File: config.mk
export PLATFORM = sky130hd
export DESIGN_NAME = bullet_fire_ctrl
export DESIGN_NICKNAME = d
export VERILOG_FILES = /design/src/rtl/bullet_fire_ctrl.sv
export SDC_FILE = /design/constraint.sdc
export NUM_CORES = 1
export LEC_CHECK = 0
export ABC_AREA = 1
export ABC_CLOCK_PERIOD_IN_PS = 1100
export CELL_PAD_IN_SITES_DETAIL_PLACEMENT = 1
export CELL_PAD_IN_SITES_GLOBAL_PLACEMENT = 2
export CORE_AREA = 2 2 102 104
export DETAILED_ROUTE_END_ITERATION = 8
export DIE_AREA = 0 0 104 106
export HOLD_SLACK_MARGIN = 0.1
export PLACE_DENSITY_LB_ADDON = 0.1
export SLEW_MARGIN = 20
export SYNTH_ARGS = -nofsm -noshare
export SYNTH_HDL_FRONTEND = slang
export SYNTH_SLANG_ARGS = --single-unit
File: constraint.sdc
create_clock -name clk -period 1.1 [get_ports clk]
set_clock_uncertainty 0.05 [all_clocks]
set_input_delay 0.22 -clock clk [delete_from_list [all_inputs] [get_ports clk]]
set_output_delay 0.22 -clock clk [all_outputs]
set_load 0.01 [all_outputs]
File: src/rtl/bullet_fire_ctrl.sv
// bullet_fire_ctrl: rate-limited fire scheduler that hands each shot to the lowest free bullet slot.
// Optional hold-to-repeat fire is enabled by defining AUTOFIRE_EN.
module bullet_fire_ctrl #(
  parameter int N_SLOTS         = 4,
  parameter int COOLDOWN_FRAMES = 6,
  parameter int X_OFS           = 25,
  parameter int Y_OFS           = 14
) (
  input  logic               clk,
  input  logic               rst_n,
  input  logic               frame_tick,
  input  logic               fire_btn,
  input  logic [9:0]         ship_x,
  input  logic [9:0]         ship_y,
  input  logic [N_SLOTS-1:0] slot_busy,
  output logic [N_SLOTS-1:0] launch,
  output logic [9:0]         launch_x,
  output logic [9:0]         launch_y,
  output logic               dry_fire,
  output logic               cooldown_active,
  output logic [7:0]         shots_fired
);
  typedef enum logic [1:0] {READY, LAUNCH, COOLDOWN} state_e;
  state_e             state_q;
  logic               btn_q, pending_q, rise, req;
  logic [7:0]         cnt_q;
  logic [N_SLOTS-1:0] free_slots, pick;
  assign rise = fire_btn & ~btn_q;
`ifdef AUTOFIRE_EN
  assign req = pending_q | rise | fire_btn;
`else
  assign req = pending_q | rise;
`endif
  assign free_slots = ~slot_busy;
  // isolate the lowest set bit: lowest-index free slot as a one-hot
  assign pick = free_slots & (~free_slots + N_SLOTS'(1));
  always_ff @(posedge clk or negedge rst_n)
    if (!rst_n) begin
      state_q         <= READY;
      btn_q           <= 1'b0;
      pending_q       <= 1'b0;
      cnt_q           <= '0;
      launch          <= '0;
      launch_x        <= '0;
      launch_y        <= '0;
      dry_fire        <= 1'b0;
      cooldown_active <= 1'b0;
      shots_fired     <= '0;
    end else begin
      btn_q     <= fire_btn;
      launch    <= '0;
      dry_fire  <= 1'b0;
      pending_q <= 1'b0;
      case (state_q)
        READY:
          if (frame_tick && req && free_slots != '0) begin
            state_q     <= LAUNCH;
            launch      <= pick;
            launch_x    <= ship_x + 10'(X_OFS);
            launch_y    <= ship_y + 10'(Y_OFS);
            shots_fired <= shots_fired + 8'd1;
          end else if (frame_tick && req) dry_fire <= 1'b1;
          else if (!frame_tick) pending_q <= pending_q | rise;
        LAUNCH: begin
          state_q         <= COOLDOWN_FRAMES == 0 ? READY : COOLDOWN;
          cnt_q           <= 8'(COOLDOWN_FRAMES);
          cooldown_active <= COOLDOWN_FRAMES != 0;
        end
        COOLDOWN:
          if (frame_tick) begin
            cnt_q <= cnt_q - 8'd1;
            if (cnt_q == 8'd1) begin
              state_q         <= READY;
              cooldown_active <= 1'b0;
            end
          end
        default: state_q <= READY;
      endcase
    end
endmodule

---- Word-level counts from Yosys, hierarchy flattened ----
Index checks and enable logic that the tools add are counted.
storage, ports and cells
  register bits ........................... 46
  output and inout port bits .............. 34
  bits of input ports ..................... 28
  word-level logic and storage cells ...... 54
cells by class
  mux-type cells .......................... 18
  $add $sub $neg .......................... 5
  reduce and logical (&&, ||, !) cells .... 9
  bitwise gates (word level) .............. 6
  equal/unequal tests ..................... 6
operator list
  operator                                                            number
  8-bit case mux with 2 select lines                                  1
  10-bit by 4-bit adder with 10-bit output, second input constant     1
  10-bit by 5-bit adder with 10-bit output, second input constant     1
  1-bit two-way mux                                                   9
  8-bit by 1-bit adder with 8-bit output, second input constant       1
  8-bit by 1-bit == test with 1-bit output, second input constant     1
  4-bit two-way mux                                                   2
  8-bit two-way mux                                                   1
  4-bit inverter                                                      2
  8-bit by 1-bit subtractor with 8-bit output, second input constant  1
  2-bit two-way mux                                                   3
  2-bit inequality test, second input constant                        3
  2-bit case mux with 3 select lines                                  1
  3-bit AND reduction                                                 2
  4-bit by 1-bit adder with 4-bit output, second input constant       1
  4-bit AND                                                           1
  2-bit AND reduction                                                 2
  4-bit nonzero test                                                  1
  2-bit by 1-bit == test with 1-bit output, second input constant     1
  2-bit == test, second input constant                                1
  1-bit logical AND                                                   2
  2-bit logical NOT                                                   1
  1-bit case mux with 2 select lines                                  1
  2-bit nonzero test                                                  1
  other kinds (3)                                                     3

---- Depth between registers and ports, before layout ----
  depth in word-level cells ............... 7
  depth in mapped cells ................... 9
  gate-level depth less buffers ........... 9

---- Worst setup path before layout ----
Ideal clock, no wire load.
  path type ............................... register to register
  start point ............................. register state_q[1]
  end point ............................... register shots_fired[6]
  slack ................................... -0.127 ns
  setup time .............................. 0.126 ns
  required time ........................... 0.924 ns
  cell stages (with the launch flop) ...... 6
  clock period less this slack ............ 1.227 ns
  arrival time ............................ 1.051 ns
  cell sequence ........................... dfrtp_1 -> nor2_4 -> nand3_2 -> nor2_4 -> buf_6 -> o21ai_0
on the way
  cells in the longest elaborated chain, start to end .. 2
ends and longest elaborated chain
  element                               line  text
  start: declaration                    24    state_e state_q;
  start signal: assignment              65    state_q <= COOLDOWN_FRAMES == 0 ? READY : COOLDOWN;
  2-bit logical NOT                     54    case (state_q)
  2-bit AND reduction (no source line)  n/a
  end signal: assignment                61    shots_fired <= shots_fired + 8'd1;
  end: declaration                      21    output logic [7:0] shots_fired
Every way passes these cells.
A chain may end at the register's enable or synchronous reset.

---- Worst setup path after layout ----
  start point ............................. register state_q[0]
  end point ............................... register shots_fired[6]
The elaborated chain is that of the path after synthesis.

==> impl_results.md <==
* Xor/xnor cell area share of the yosys netlist at 0.02882
* Number of CTS-inserted buffers at 5
* Final WS setup at -242.0 ps
* I/O pins at 62
* Antenna-violating nets left at 0
* CP required at 1270 ps
* Clock latency on the worst-skew pair at 300 ps
* Min-Delay Path Class: input pin to async pin
* Port bufs at 61
* Layout cells sized above 1 at 0.3882
* Die X at roughly 100 µm
* Dpl cell area at 3690 µm²
* Failing checks: setup timing
* Final Max Slew Viols at 0
* Simple logic cell fraction of the synthesized area at 0.3330
* Most used DFF post-synth: dfrtp_1
* Synth Area per Inst at 7.817 µm²
* Syn Nets at roughly 340
* Synthesized area at 2431 µm²
* Die H at 106 µm
* First-pass GRT wire length at 12680 µm
* Post-layout util at 0.4084
* Drt pass-1 iters at 4
* Initial Util at 0.2431
* Slew @ Worst Pin at 244.0 ps
* Critical path class: register to register
* Max_cap viols at 0
* Asr flop ratio synth at 1.000
* Finished Cell Area at 4084 µm²
* Max VDD drop at 0.6926 mV
* CP max FO at 4
* Worst Setup End Kind: register
* Seq/Total Area, Yosys at 0.4735
* Routability cong. at 0.7358
* All-Layer GR Usage at 0.1405
* Final wirelength at 7436 µm
* Vias per cell at 4.262
* Largest net degree at the start of global routing at 29
* RSZ-0062 raised after global routing: true
* Htree depth at 2
* Status: finished with violations
* WP data arrival at about 1500 ps
* Total Nets Final at 488
* CTS sink cnt at between 40 and 50
* Clock transition at path regs at 90 ps
* Largest family of logic cells by synthesized area: simple AND/OR/NAND/NOR gates
* Grt ovf at 0
* Netlist cell types at 24
* Number of synthesized flops with an enable pin at 0
* Mux share of post-synthesis cell area at 0
* Yosys warnings at 0
* DRC Markers at 0
* Final setup fails at 59
* Die area at 11020 µm²
* Crit share post-route at 1.220
* Wire length per cell at 12.56 µm
* Peak Freq at 745.2 MHz
* Dpl hpwl at 5365 µm
* Initial drt markers at 40
* Commonest cells after routing, fill and taps aside: 102 x nand2_1, 67 x buf_4, 44 x dfrtp_1
* Pwr Total at ~0.0074 W
* Vias in the first global route at 2731
* Floorplan row count at 37
* Routed vias at 2523
* Ant. Diodes at 0
* Syn Inst Count at around 310
* Startpoint types: register
* Synth Area in Adders at 0.02573
* Post-route setup TNS at -7790 ps
* LEAKAGE at 2.122 nW
* Worst slew margin at 0.8368
* Dpl ws at -558.1 ps
* Pwr per Cell Area at 1810 nW/µm²
* Syn-to-layout area delta at 67.99%
* TritonCTS clock tree: built
* Compound-cell area share of the yosys netlist at 0.04941
* Clock tree buffer depth at 2
* Leading cell type in the layout, fill and taps excluded: nand2_1
* Final Hold Viols at 0
* Final worst path period need at 1342 ps
* Root buf cell: clkbuf_8
* Synth Register Bits at 46
* Initial antenna violation count at 0
* Core box area at 10000 µm²
cells in the mapped netlist, types with 2 or more instances:
| cell | n | area share |
|---|---|---|
| o21ai_0 | 18 | 0.037 |
| nand3b_1 | 2 | 0.0062 |
| inv_1 | 42 | 0.065 |
| nand3_2 | 2 | 0.0082 |
| xnor2_1 | 4 | 0.014 |
| nand3_1 | 28 | 0.058 |
| ha_1 | 5 | 0.026 |
| nand2_2 | 2 | 0.0051 |
| nor2_4 | 4 | 0.019 |
| xor2_1 | 4 | 0.014 |
| a21oi_1 | 2 | 0.0041 |
| dfrtp_1 | 46 | 0.47 |
| nand4_1 | 6 | 0.015 |
| nor2_1 | 18 | 0.028 |
| buf_6 | 5 | 0.023 |
| nand2_1 | 114 | 0.18 |
| nor3_1 | 2 | 0.0041 |
sequential cells by signal, summed over array words and instances (netlist names):
register         count
cooldown_active      1
shots_fired          8
launch_x            10
cnt_q                8
dry_fire             1
launch_y            10
btn_q                1
pending_q            1
state_q              2
launch               4
report_power, final:
group	switching (W)	internal, W	leakage, nW
registers	0.000401	0.00227	0.590
logic	0.00170	0.00189	1.48
clock network	0.000616	0.000507	0.0472
total	0.00272	0.00467	2.12
worst paths after layout:
path	from	end	slack [ps]	cells after the start
min reg2reg	launch_x[1]	launch_x[1]	430	2
max reg2reg	state_q[0]	shots_fired[6]	-240	7
max in group asynchronous	rst_n	shots_fired[0]	410	3
max	state_q[0]	shots_fired[6]	-240	7
min in group clk	fire_btn	btn_q	360	1
min	rst_n	launch[1]	360	3
critical path, stage by stage, from the launching register on:
cell       delay, ps
dfrtp_1          420
nor2_4           160
nand3_4           90
nor2_4           150
buf_12           150
clkbuf_16        140
nand2_2           40
o21ai_1           70
layout make-up:
| cell class | count | area [µm²] |
|---|---|---|
| clock buffer | 6 | 82.58 |
| sequential | 46 | 1154 |
| multi-input combinational | 217 | 1260 |
| fill | 1242 | 5916 |
| inverter | 43 | 161.4 |
| tap | 136 | 170.2 |
| timing repair buffer | 142 | 1244 |
| clock inverter | 2 | 12.51 |
what timing repair did:
action | 4_1_cts | 5_1_grt
pin swaps | 14 | 14
endpoints found under the setup margin | 77 | 76
buffers inserted | 10 | 11
gates cloned | 1 | 2
resized for setup | 164 | 39
hold endpoints to repair | 46 | 0
hold buffers | 1 | 0
cell families after synthesis:
| logic type | after synthesis |
|---|---|
| adders and majority gates | 5 |
| buffers and inverters | 48 |
| AOI/OAI and AO/OA | 23 |
| xor gates and xnor gates | 8 |
| and+or+nand+nor | 181 |
| DFF | 46 |
metal layers:
layer	up-vias	part of all wire	GRT usage
li1	1256	-	-
met1	1223	0.42	0.1669
met2	39	0.53	0.2580
met3	5	0.034	0.02575
met4	0	0.010	0.04151
met5	-	0	0
metrics by stage:
step / hold slack (ps) / std cells
2_1_floorplan: -125.6 / 311
3_3_place_gp: 161.0 / 561
3_5_place_dp: 157.8 / 561
4_1_cts: 320.9 / 580
5_1_grt: 348.5 / 592
6_report: 357.2 / 592
(Power assumes the default switching activity.)
